`config.mk`:
```
export PLATFORM = sky130hd
export DESIGN_NAME = hazard_ctrl
export DESIGN_NICKNAME = d
export VERILOG_FILES = /design/src/rtl/core_pkg.sv /design/src/rtl/haz_perf_cnt.sv /design/src/rtl/hazard_ctrl.sv
export SDC_FILE = /design/constraint.sdc
export NUM_CORES = 1
export LEC_CHECK = 0
export CAP_MARGIN = 25
export CORE_UTILIZATION = 28
export DETAILED_ROUTE_END_ITERATION = 6
export GPL_TIMING_DRIVEN = 0
export PLACE_DENSITY_LB_ADDON = 0.08
export SLEW_MARGIN = 20
export SYNTH_ARGS = -nofsm -noshare
export SYNTH_HDL_FRONTEND = slang
export SYNTH_SLANG_ARGS = --single-unit
```
`constraint.sdc`:
```
create_clock -name clk -period 9 [get_ports clk]
set_input_delay 2.7 -clock clk [delete_from_list [all_inputs] [get_ports clk]]
set_output_delay 2.7 -clock clk [all_outputs]
set_load 0.05 [all_outputs]
```
`src/rtl/core_pkg.sv`:
```
`default_nettype none
// +----------------------------------------------------------------------------+
// | core_pkg                                                                   |
// | Opcode constants, field width defaults and interlock state encoding.       |
// | Rev 1.0                                                                    |
// +----------------------------------------------------------------------------+
package core_pkg;

    localparam int REG_W_DEF = 4;
    localparam int OP_W_DEF  = 4;

    localparam logic [3:0] c_OP_LW  = 4'b1000;
    localparam logic [3:0] c_OP_SW  = 4'b1001;
    localparam logic [3:0] c_OP_B   = 4'b1100;
    localparam logic [3:0] c_OP_BR  = 4'b1101;
    localparam logic [3:0] c_OP_PCS = 4'b1110;
    localparam logic [3:0] c_OP_HLT = 4'b1111;

    localparam logic [1:0] ST_RUN      = 2'd0;
    localparam logic [1:0] ST_MEM_WAIT = 2'd1;
    localparam logic [1:0] ST_BR_LD2   = 2'd2;
    localparam logic [1:0] ST_HALTED   = 2'd3;

    // Opcodes that produce no register result and so can never feed a BR operand.
    function automatic logic writes_reg(input logic [3:0] op);
        return !((op == c_OP_SW) || (op == c_OP_B) || (op == c_OP_BR) || (op == c_OP_HLT));
    endfunction

endpackage
`default_nettype wire

```
`src/rtl/haz_perf_cnt.sv`:
```
`default_nettype none
// +----------------------------------------------------------------------------+
// | haz_perf_cnt                                                               |
// | Saturating event counter, async active-low reset.                          |
// | Rev 1.0                                                                    |
// +----------------------------------------------------------------------------+
module haz_perf_cnt #(
    parameter int WIDTH = 16
) (
    input  logic             clk,
    input  logic             rst_n,
    input  logic             inc,
    output logic [WIDTH-1:0] cnt
);

    logic [WIDTH-1:0] r_cnt;

    always_ff @(posedge clk or negedge rst_n) begin
        if (!rst_n) begin
            r_cnt <= '0;
        end else if (inc && (r_cnt != '1)) begin
            r_cnt <= r_cnt + 1'b1;
        end
    end

    assign cnt = r_cnt;

endmodule
`default_nettype wire

```
`src/rtl/hazard_ctrl.sv`:
```
`default_nettype none
// +----------------------------------------------------------------------------+
// | hazard_ctrl                                                                |
// | Pipeline stall/flush interlock; HAZ_PERF_CNT_EN adds saturating counters.  |
// | Rev 1.0                                                                    |
// +----------------------------------------------------------------------------+
module hazard_ctrl
    import core_pkg::*;
#(
    parameter int REG_W = REG_W_DEF,
    parameter int OP_W  = OP_W_DEF,
    parameter int CNT_W = 16
) (
    input  logic             clk,
    input  logic             rst_n,
    input  logic [OP_W-1:0]  if_id_op,
    input  logic [REG_W-1:0] if_id_rs,
    input  logic [REG_W-1:0] if_id_rt,
    input  logic             if_id_rs_vld,
    input  logic             if_id_rt_vld,
    input  logic [OP_W-1:0]  id_ex_op,
    input  logic [REG_W-1:0] id_ex_rd,
    input  logic             id_ex_setflag,
    input  logic [OP_W-1:0]  ex_mem_op,
    input  logic [REG_W-1:0] ex_mem_rd,
    input  logic [OP_W-1:0]  mem_wb_op,
    input  logic             br_taken,
    input  logic             dmem_busy,
    output logic             pc_hold,
    output logic             if_id_hold,
    output logic             id_ex_bubble,
    output logic             if_id_flush,
    output logic             back_hold,
    output logic             halt
`ifdef HAZ_PERF_CNT_EN
    ,
    output logic [CNT_W-1:0] stall_cnt,
    output logic [CNT_W-1:0] flush_cnt,
    output logic [CNT_W-1:0] memwait_cnt
`endif
);

    logic [1:0] r_state;
    logic [1:0] w_state_nxt;

    logic w_eff_run, w_memwait_cond, w_memwait, w_br_ld2, w_halted;
    logic w_load_use, w_br_op, w_b_flag, w_stall_term, w_br_ld2_entry;

    // A MEM_WAIT cycle with memory done behaves exactly like RUN.
    assign w_halted  = (r_state == ST_HALTED);
    assign w_eff_run = (r_state == ST_RUN) || ((r_state == ST_MEM_WAIT) && !dmem_busy);

    assign w_memwait_cond = dmem_busy && ((ex_mem_op == c_OP_LW) || (ex_mem_op == c_OP_SW));
    assign w_memwait = ((r_state == ST_MEM_WAIT) && dmem_busy)
                     || ((w_eff_run || (r_state == ST_BR_LD2)) && w_memwait_cond);
    assign w_br_ld2  = (r_state == ST_BR_LD2) && !w_memwait_cond;

    assign w_load_use = (id_ex_op == c_OP_LW) && (id_ex_rd != '0)
                      && ((if_id_rs_vld && (if_id_rs == id_ex_rd))
                       || (if_id_rt_vld && (if_id_rt == id_ex_rd)));

    assign w_br_op = (if_id_op == c_OP_BR)
                   && (((if_id_rs == id_ex_rd) && (id_ex_rd != '0) && writes_reg(id_ex_op))
                    || ((if_id_rs == ex_mem_rd) && (ex_mem_rd != '0) && (ex_mem_op == c_OP_LW)));

    assign w_b_flag = (if_id_op == c_OP_B) && id_ex_setflag;

    assign w_stall_term = w_eff_run && !w_memwait_cond && (w_load_use || w_br_op || w_b_flag);

    // A load feeding a branch needs a second bubble beyond the one the BR term gives.
    assign w_br_ld2_entry = (if_id_op == c_OP_BR) && (id_ex_op == c_OP_LW)
                          && (id_ex_rd != '0) && (if_id_rs == id_ex_rd);

    always_comb begin
        w_state_nxt = r_state;
        case (r_state)
            ST_HALTED: w_state_nxt = ST_HALTED;
            ST_BR_LD2: w_state_nxt = w_memwait_cond ? ST_MEM_WAIT : ST_RUN;
            default: begin
                if (w_memwait_cond || ((r_state == ST_MEM_WAIT) && dmem_busy)) begin
                    w_state_nxt = ST_MEM_WAIT;
                end else if (mem_wb_op == c_OP_HLT) begin
                    w_state_nxt = ST_HALTED;
                end else if (w_br_ld2_entry) begin
                    w_state_nxt = ST_BR_LD2;
                end else begin
                    w_state_nxt = ST_RUN;
                end
            end
        endcase
    end

    always_ff @(posedge clk or negedge rst_n) begin
        if (!rst_n) begin
            r_state <= ST_RUN;
        end else begin
            r_state <= w_state_nxt;
        end
    end

    assign pc_hold      = rst_n && (w_halted || w_memwait || w_br_ld2 || w_stall_term);
    assign if_id_hold   = rst_n && (w_halted || w_memwait || w_br_ld2 || w_stall_term);
    assign id_ex_bubble = rst_n && (w_br_ld2 || w_stall_term);
    assign back_hold    = rst_n && (w_halted || w_memwait);
    assign halt         = rst_n && w_halted;
    assign if_id_flush  = rst_n && w_eff_run && !w_memwait_cond
                        && !(w_load_use || w_br_op || w_b_flag) && br_taken;

`ifdef HAZ_PERF_CNT_EN
    haz_perf_cnt #(.WIDTH(CNT_W)) u_stall_cnt (
        .clk   (clk),
        .rst_n (rst_n),
        .inc   (id_ex_bubble && !w_halted),
        .cnt   (stall_cnt)
    );

    haz_perf_cnt #(.WIDTH(CNT_W)) u_flush_cnt (
        .clk   (clk),
        .rst_n (rst_n),
        .inc   (if_id_flush && !w_halted),
        .cnt   (flush_cnt)
    );

    haz_perf_cnt #(.WIDTH(CNT_W)) u_memwait_cnt (
        .clk   (clk),
        .rst_n (rst_n),
        .inc   (w_memwait && !w_halted),
        .cnt   (memwait_cnt)
    );
`else
    logic w_unused_cnt_w;
    assign w_unused_cnt_w = |CNT_W;
`endif

endmodule
`default_nettype wire
```
=== Word-level counts from Yosys, hierarchy flattened ===
Index checks and enable logic that the tools add are counted.

* Add/subtract/negate cells: 0
* $mul: 0
* Multiplexer cells: 5
* Magnitude comparators: 0
* Reduce and logical (&&, ||, !) cells: 51
* Divide/modulo/power cells: 0
* Bitwise operators: 0
* Shifts and indexed selects: 0
* Eq/ne operators: 16

{| class="wikitable"
|+ Operators with widths
! kind !! count
|-
| 4-bit equality test (second input constant) || 10
|-
| 1-bit logical AND || 28
|-
| 1-bit logical OR || 16
|-
| 4-bit equality test || 3
|-
| 4-bit nonzero test || 2
|-
| 2-bit 2-to-1 mux || 3
|-
| 2-bit equality test (second input constant) || 2
|-
| 1-bit zero test || 4
|-
| 2-bit one-hot mux with 2 select lines || 1
|-
| 2-bit by 1-bit equality test with 1-bit output (second input constant) || 1
|-
| 2-bit zero test || 1
|-
| 1-bit 2-to-1 mux || 1
|}

* Bits in latches: 0
* Memories: 0
* Bits in read-only memories: 0
* Bits in writable memories: 0
* Input port bits: 39
* Output and inout port bits: 6
* Logic and storage cells: 73
* Flip-flop bits (word level): 2

=== Longest topological paths before layout ===
Gate-level depths: netlist of the first run.

* Depth after elaboration: 13
* Mapped depth: 6
* Gate-level depth less buffers: 5

=== Worst setup path before layout of the first run ===
OpenSTA, ideal clock, no wires.

* Kind: in2out
* Start point: in if_id_rs[3]
* End point: out pc_hold
* Stages on the path: 5
* Setup slack: 1.213 ns
* Buffers on the path: 1
* Data required time: 6.300 ns
* Arrival: 5.087 ns
* Cells stage by stage: or3_1 a2111oi_2 nor3_2 a21boi_0 buf_4

* Word-level cells in the longest chain between the ends: 10
* Elaborated cells on any way between the ends: 16
* Classes of those cells: eq/ne (2); reduce/logical (14)

{| class="wikitable"
|+ RTL lines
! element !! line !! RTL
|-
| start: declaration || hazard_ctrl.sv:17 || <nowiki>input logic [REG_W-1:0] if_id_rs,</nowiki>
|-
| 4-bit equality test (on tied branches) || hazard_ctrl.sv:59, hazard_ctrl.sv:63, hazard_ctrl.sv:64 ||
|-
| 1-bit logical AND (on tied branches) (2 in series) || hazard_ctrl.sv:63, hazard_ctrl.sv:64 ||
|-
| 1-bit logical OR || hazard_ctrl.sv:64 || <nowiki>|| ((if_id_rs == ex_mem_rd) && (ex_mem_rd != '0) && (ex_mem_op == c_OP_LW)));</nowiki>
|-
| 1-bit logical AND || hazard_ctrl.sv:63 || <nowiki>&& (((if_id_rs == id_ex_rd) && (id_ex_rd != '0) && writes_reg(id_ex_op))</nowiki>
|-
| 1-bit logical OR * (2 in series) || hazard_ctrl.sv:68 || <nowiki>assign w_stall_term = w_eff_run && !w_memwait_cond && (w_load_use || w_br_op || w_b_flag);</nowiki>
|-
| 1-bit logical AND * || hazard_ctrl.sv:68 ||
|-
| 1-bit logical OR * || -- ||
|-
| 1-bit logical AND * || -- ||
|-
| end: declaration || hazard_ctrl.sv:29 || <nowiki>output logic pc_hold,</nowiki>
|}

Every way passes the cells marked *; elsewhere a longest branch is shown, timed or not.

=== Worst setup path in the final report of the first run ===
* Start point: in if_id_rs[0]
* End point: out pc_hold

* Word-level cells in the longest chain between the ends: 10
* Elaborated cells on any way between the ends: 16
* Classes of those cells: eq/ne (2); reduce/logical (14)

{| class="wikitable"
|+ RTL lines
! element !! line !! RTL
|-
| 4-bit equality test (on tied branches) || hazard_ctrl.sv:59, hazard_ctrl.sv:63, hazard_ctrl.sv:64 ||
|-
| 1-bit logical AND (on tied branches) (2 in series) || hazard_ctrl.sv:63, hazard_ctrl.sv:64 ||
|-
| 1-bit logical OR || hazard_ctrl.sv:64 ||
|-
| 1-bit logical AND || hazard_ctrl.sv:63 ||
|-
| 1-bit logical OR * (2 in series) || hazard_ctrl.sv:68 ||
|-
| 1-bit logical AND * || hazard_ctrl.sv:68 ||
|-
| 1-bit logical OR * || hazard_ctrl.sv:101 || <nowiki>assign pc_hold = rst_n && (w_halted || w_memwait || w_br_ld2 || w_stall_term);</nowiki>
|-
| 1-bit logical AND * || hazard_ctrl.sv:101 ||
|}

Marked as above.

==> results of run 1 <==
[cells in the mapped netlist, drive strengths merged]
master,n
nand3,4
dfrtp,2
nor3,2
a2111oi,1
and2,1
o211ai,1
or3,1
a41oi,1
or4,1
nand4,3
inv,1
o21ai,2
nand4b,1
o311ai,1
nand2b,1
o32ai,1
nor3b,2
o31ai,1
and3,1
nand2,5
nand3b,1
a21boi,1
and4,1
buf,1
nor4b,1
nor2,2
xnor2,11
[area by class of cell]
class / instances / area share [%]
Inverter: 1 / 0.4274
Timing Repair Buffer: 44 / 50.14
Tap cell: 15 / 2.137
Clock buffer: 3 / 2.564
Buffer: 1 / 0.8547
Multi-Input combinational cell: 47 / 38.18
Sequential cell: 2 / 5.698
[worst min path at each step]
stage                          start          to  slack (ps)  cells after the start
after global routing      r_state[1]  r_state[0]         590                      1
after global placement    r_state[0]  r_state[1]         540                      2
after floorplan           r_state[0]  r_state[1]         490                      2
after CTS                 r_state[0]  r_state[1]         560                      2
final                     r_state[0]  r_state[1]         550                      2
after detailed placement  r_state[0]  r_state[1]         540                      2
[critical path, cell delays in order]
cell	delay [ps]
clkdlybuf4s50_1	540
nor3_1	80
or3_1	320
a2111oi_2	340
nor3_2	100
a21boi_0	250
buf_4	150
clkdlybuf4s50_1	780
[metal layers]
layer | routed length (µm) | vias up | part of all wire (%) | global-route usage, %
met3 | 97 | 2 | 8.3 | 4.545
li1 | - | 292 | - | -
met5 | 0 | - | 0 | 0
met2 | 612 | 27 | 52 | 28.28
met4 | 17 | 0 | 1.4 | 7.759
met1 | 446 | 252 | 38 | 16.67
[power breakdown]
group | internal [µW] | switching, µW | total (µW)
sequential | 9.06 | 0 | 9.06
clock | 14.8 | 6.26 | 21.1
combinational | 21.4 | 11.9 | 33.3
total | 45.3 | 18.1 | 63.4
[cells by family after synthesis]
logic type / after synthesis
simple gates: 27
buf+inv: 2
compound gates: 9
flops: 2
xor+xnor: 11
[metrics by stage]
step           hold WS (ps)  power [µW]  worst slack (ps)  utilization [%]  cells
5_1_grt               594.3       66.80             810.1            67.50    113
3_5_place_dp          540.9       42.59              1029            65.77    110
2_1_floorplan         487.8       21.03              1213                -     51
3_3_place_gp          538.1       42.10              1026            65.77    110
6_report              550.6       63.39              1043            67.50    113
4_1_cts               558.4       64.50              1026            67.50    113
==> metrics.yaml, run 1 <==
outcome: "finished, final reports clean"
synthMuxAreaShare_pct: 0
avgSynthCellArea_um2: 7.777
ys_top_cells_by_area: "xnor2_1, dfrtp_1, nand3_1, nand2_1, nand4_1"
r2r_end: "r_state[0]"
r2r-start: "r_state[0]"
cts_max_path_buffers: 2
die_y_um: 39.64
area_growth_pct: 121.5
yosysTopAreaCellShare_pct: 24.29
worst_r2r_path_depth: 2
grt_pass1_wl_um: 1669
top_regs: "r_state (2)"
row_count: 13
nets: 139
largest_reg_flops: 2
ant_nets: 0
placed_area_um2: 855.8
gp_congestion: 0.7004
yosysSeqAreaShare_pct: 12.62
finalHoldViolCount: 0
cts_setup_buffers: 0
cts_root_buf: "clkbuf_4"
powerDensity_nw_per_um2: 72.17
cts_tree: "built"
antenna_found_initial: 0
synth_xor_area_share_pct: 24.29
report.final.slew_viol_count: 0
final.min_clock_period_ps: 7957
routed-via-count: 573
synth_seq_cells: 2
crit_start: "if_id_rs[0]"
rrSetupSlack_ps: 7930
final_cell_mix: "clkdlybuf4s50_1, xnor2_1, nand2_1, nand3_1"
total_leakage_power_uw: 0.0002891
report.final.setup_viol: 0
worst_pin_slew_ps: 507.7
initialDrtViolationCount: 2
drc: 0
fin_skew_ps: 3.227
peakVddDrop_uv: 32.24
track_usage_pct: 15.89
mostFrequentLayoutCell: "clkdlybuf4s50_1"
cts_resized: 0
maxSlewHeadroom_pct: 65.68
hp-class: "register to register"
synthCells: 51
fmax_mhz: 125.7
multi_input_area_um2: 335.3
synth-compound-area-share_pct: 18.61
io_pins: 45
overflow: 0
final.period_utilization_pct: 88.42
io_buffers: 44
syn_nets: 90
yosys.area_share.simple_pct: 41.64
hpwl_um: 1064
yosys.area.top_type: "xnor2_1"
crit_end: "pc_hold"
drt_wl_total_um: 1173
clk_latency_ps: 230
critPathLaunchType: "input pin"
die_w_um: 39.64
register_area_um2: 50.05
holdBufCountCts: 0
rsz0062_at_grt: "no"
grt_max_degree: 8
fillers: 129
drive_gt1_share_pct: 7.143
yosys.area_share.adder_pct: 0
cts_made_buffers: 3
core_area_um2: 1301
wire_per_inst_um: 10.38
critPathKind: "input pin to primary output"
cp_max_fo: 3
worstPathRequired_ps: 6300
dr.pass1.iters: 2
synth_area_um2: 396.6
avgViaCountPerCell: 5.071
dieArea_um2: 1571
start_util_pct: 30.48
regMostFlops: "r_state"
fin_area_um2: 878.3
cts.clk_slew.worst_paths_ps: 30
grt_pass1_vias: 449
cp.arrival_ps: 5260
antennaDiodeCount: 0
synth_top_family_by_area: "simple AND/OR/NAND/NOR gates"
critPathCaptureType: "primary output"
ys_warn_count: 0
synth_cell_types: 29
setup-tns-final_ps: 0
htree_num_levels: 1
clock-sinks: 2
cap_viol_max_count: 0
Power figures use the tool's default switching activity.
==> run 2: changes to the inputs <==
--- a/config.mk
+++ b/config.mk
@@ -5,11 +5,13 @@
 export SDC_FILE = /design/constraint.sdc
 export NUM_CORES = 1
 export LEC_CHECK = 0
+export ABC_CLOCK_PERIOD_IN_PS = 9000
 export CAP_MARGIN = 25
 export CORE_UTILIZATION = 28
 export DETAILED_ROUTE_END_ITERATION = 6
 export GPL_TIMING_DRIVEN = 0
 export PLACE_DENSITY_LB_ADDON = 0.08
+export SETUP_SLACK_MARGIN = 0.4
 export SLEW_MARGIN = 20
 export SYNTH_ARGS = -nofsm -noshare
 export SYNTH_HDL_FRONTEND = slang
==> results of run 2 <==
No change in the layout: final DEF, timing and power equal those of run 1.
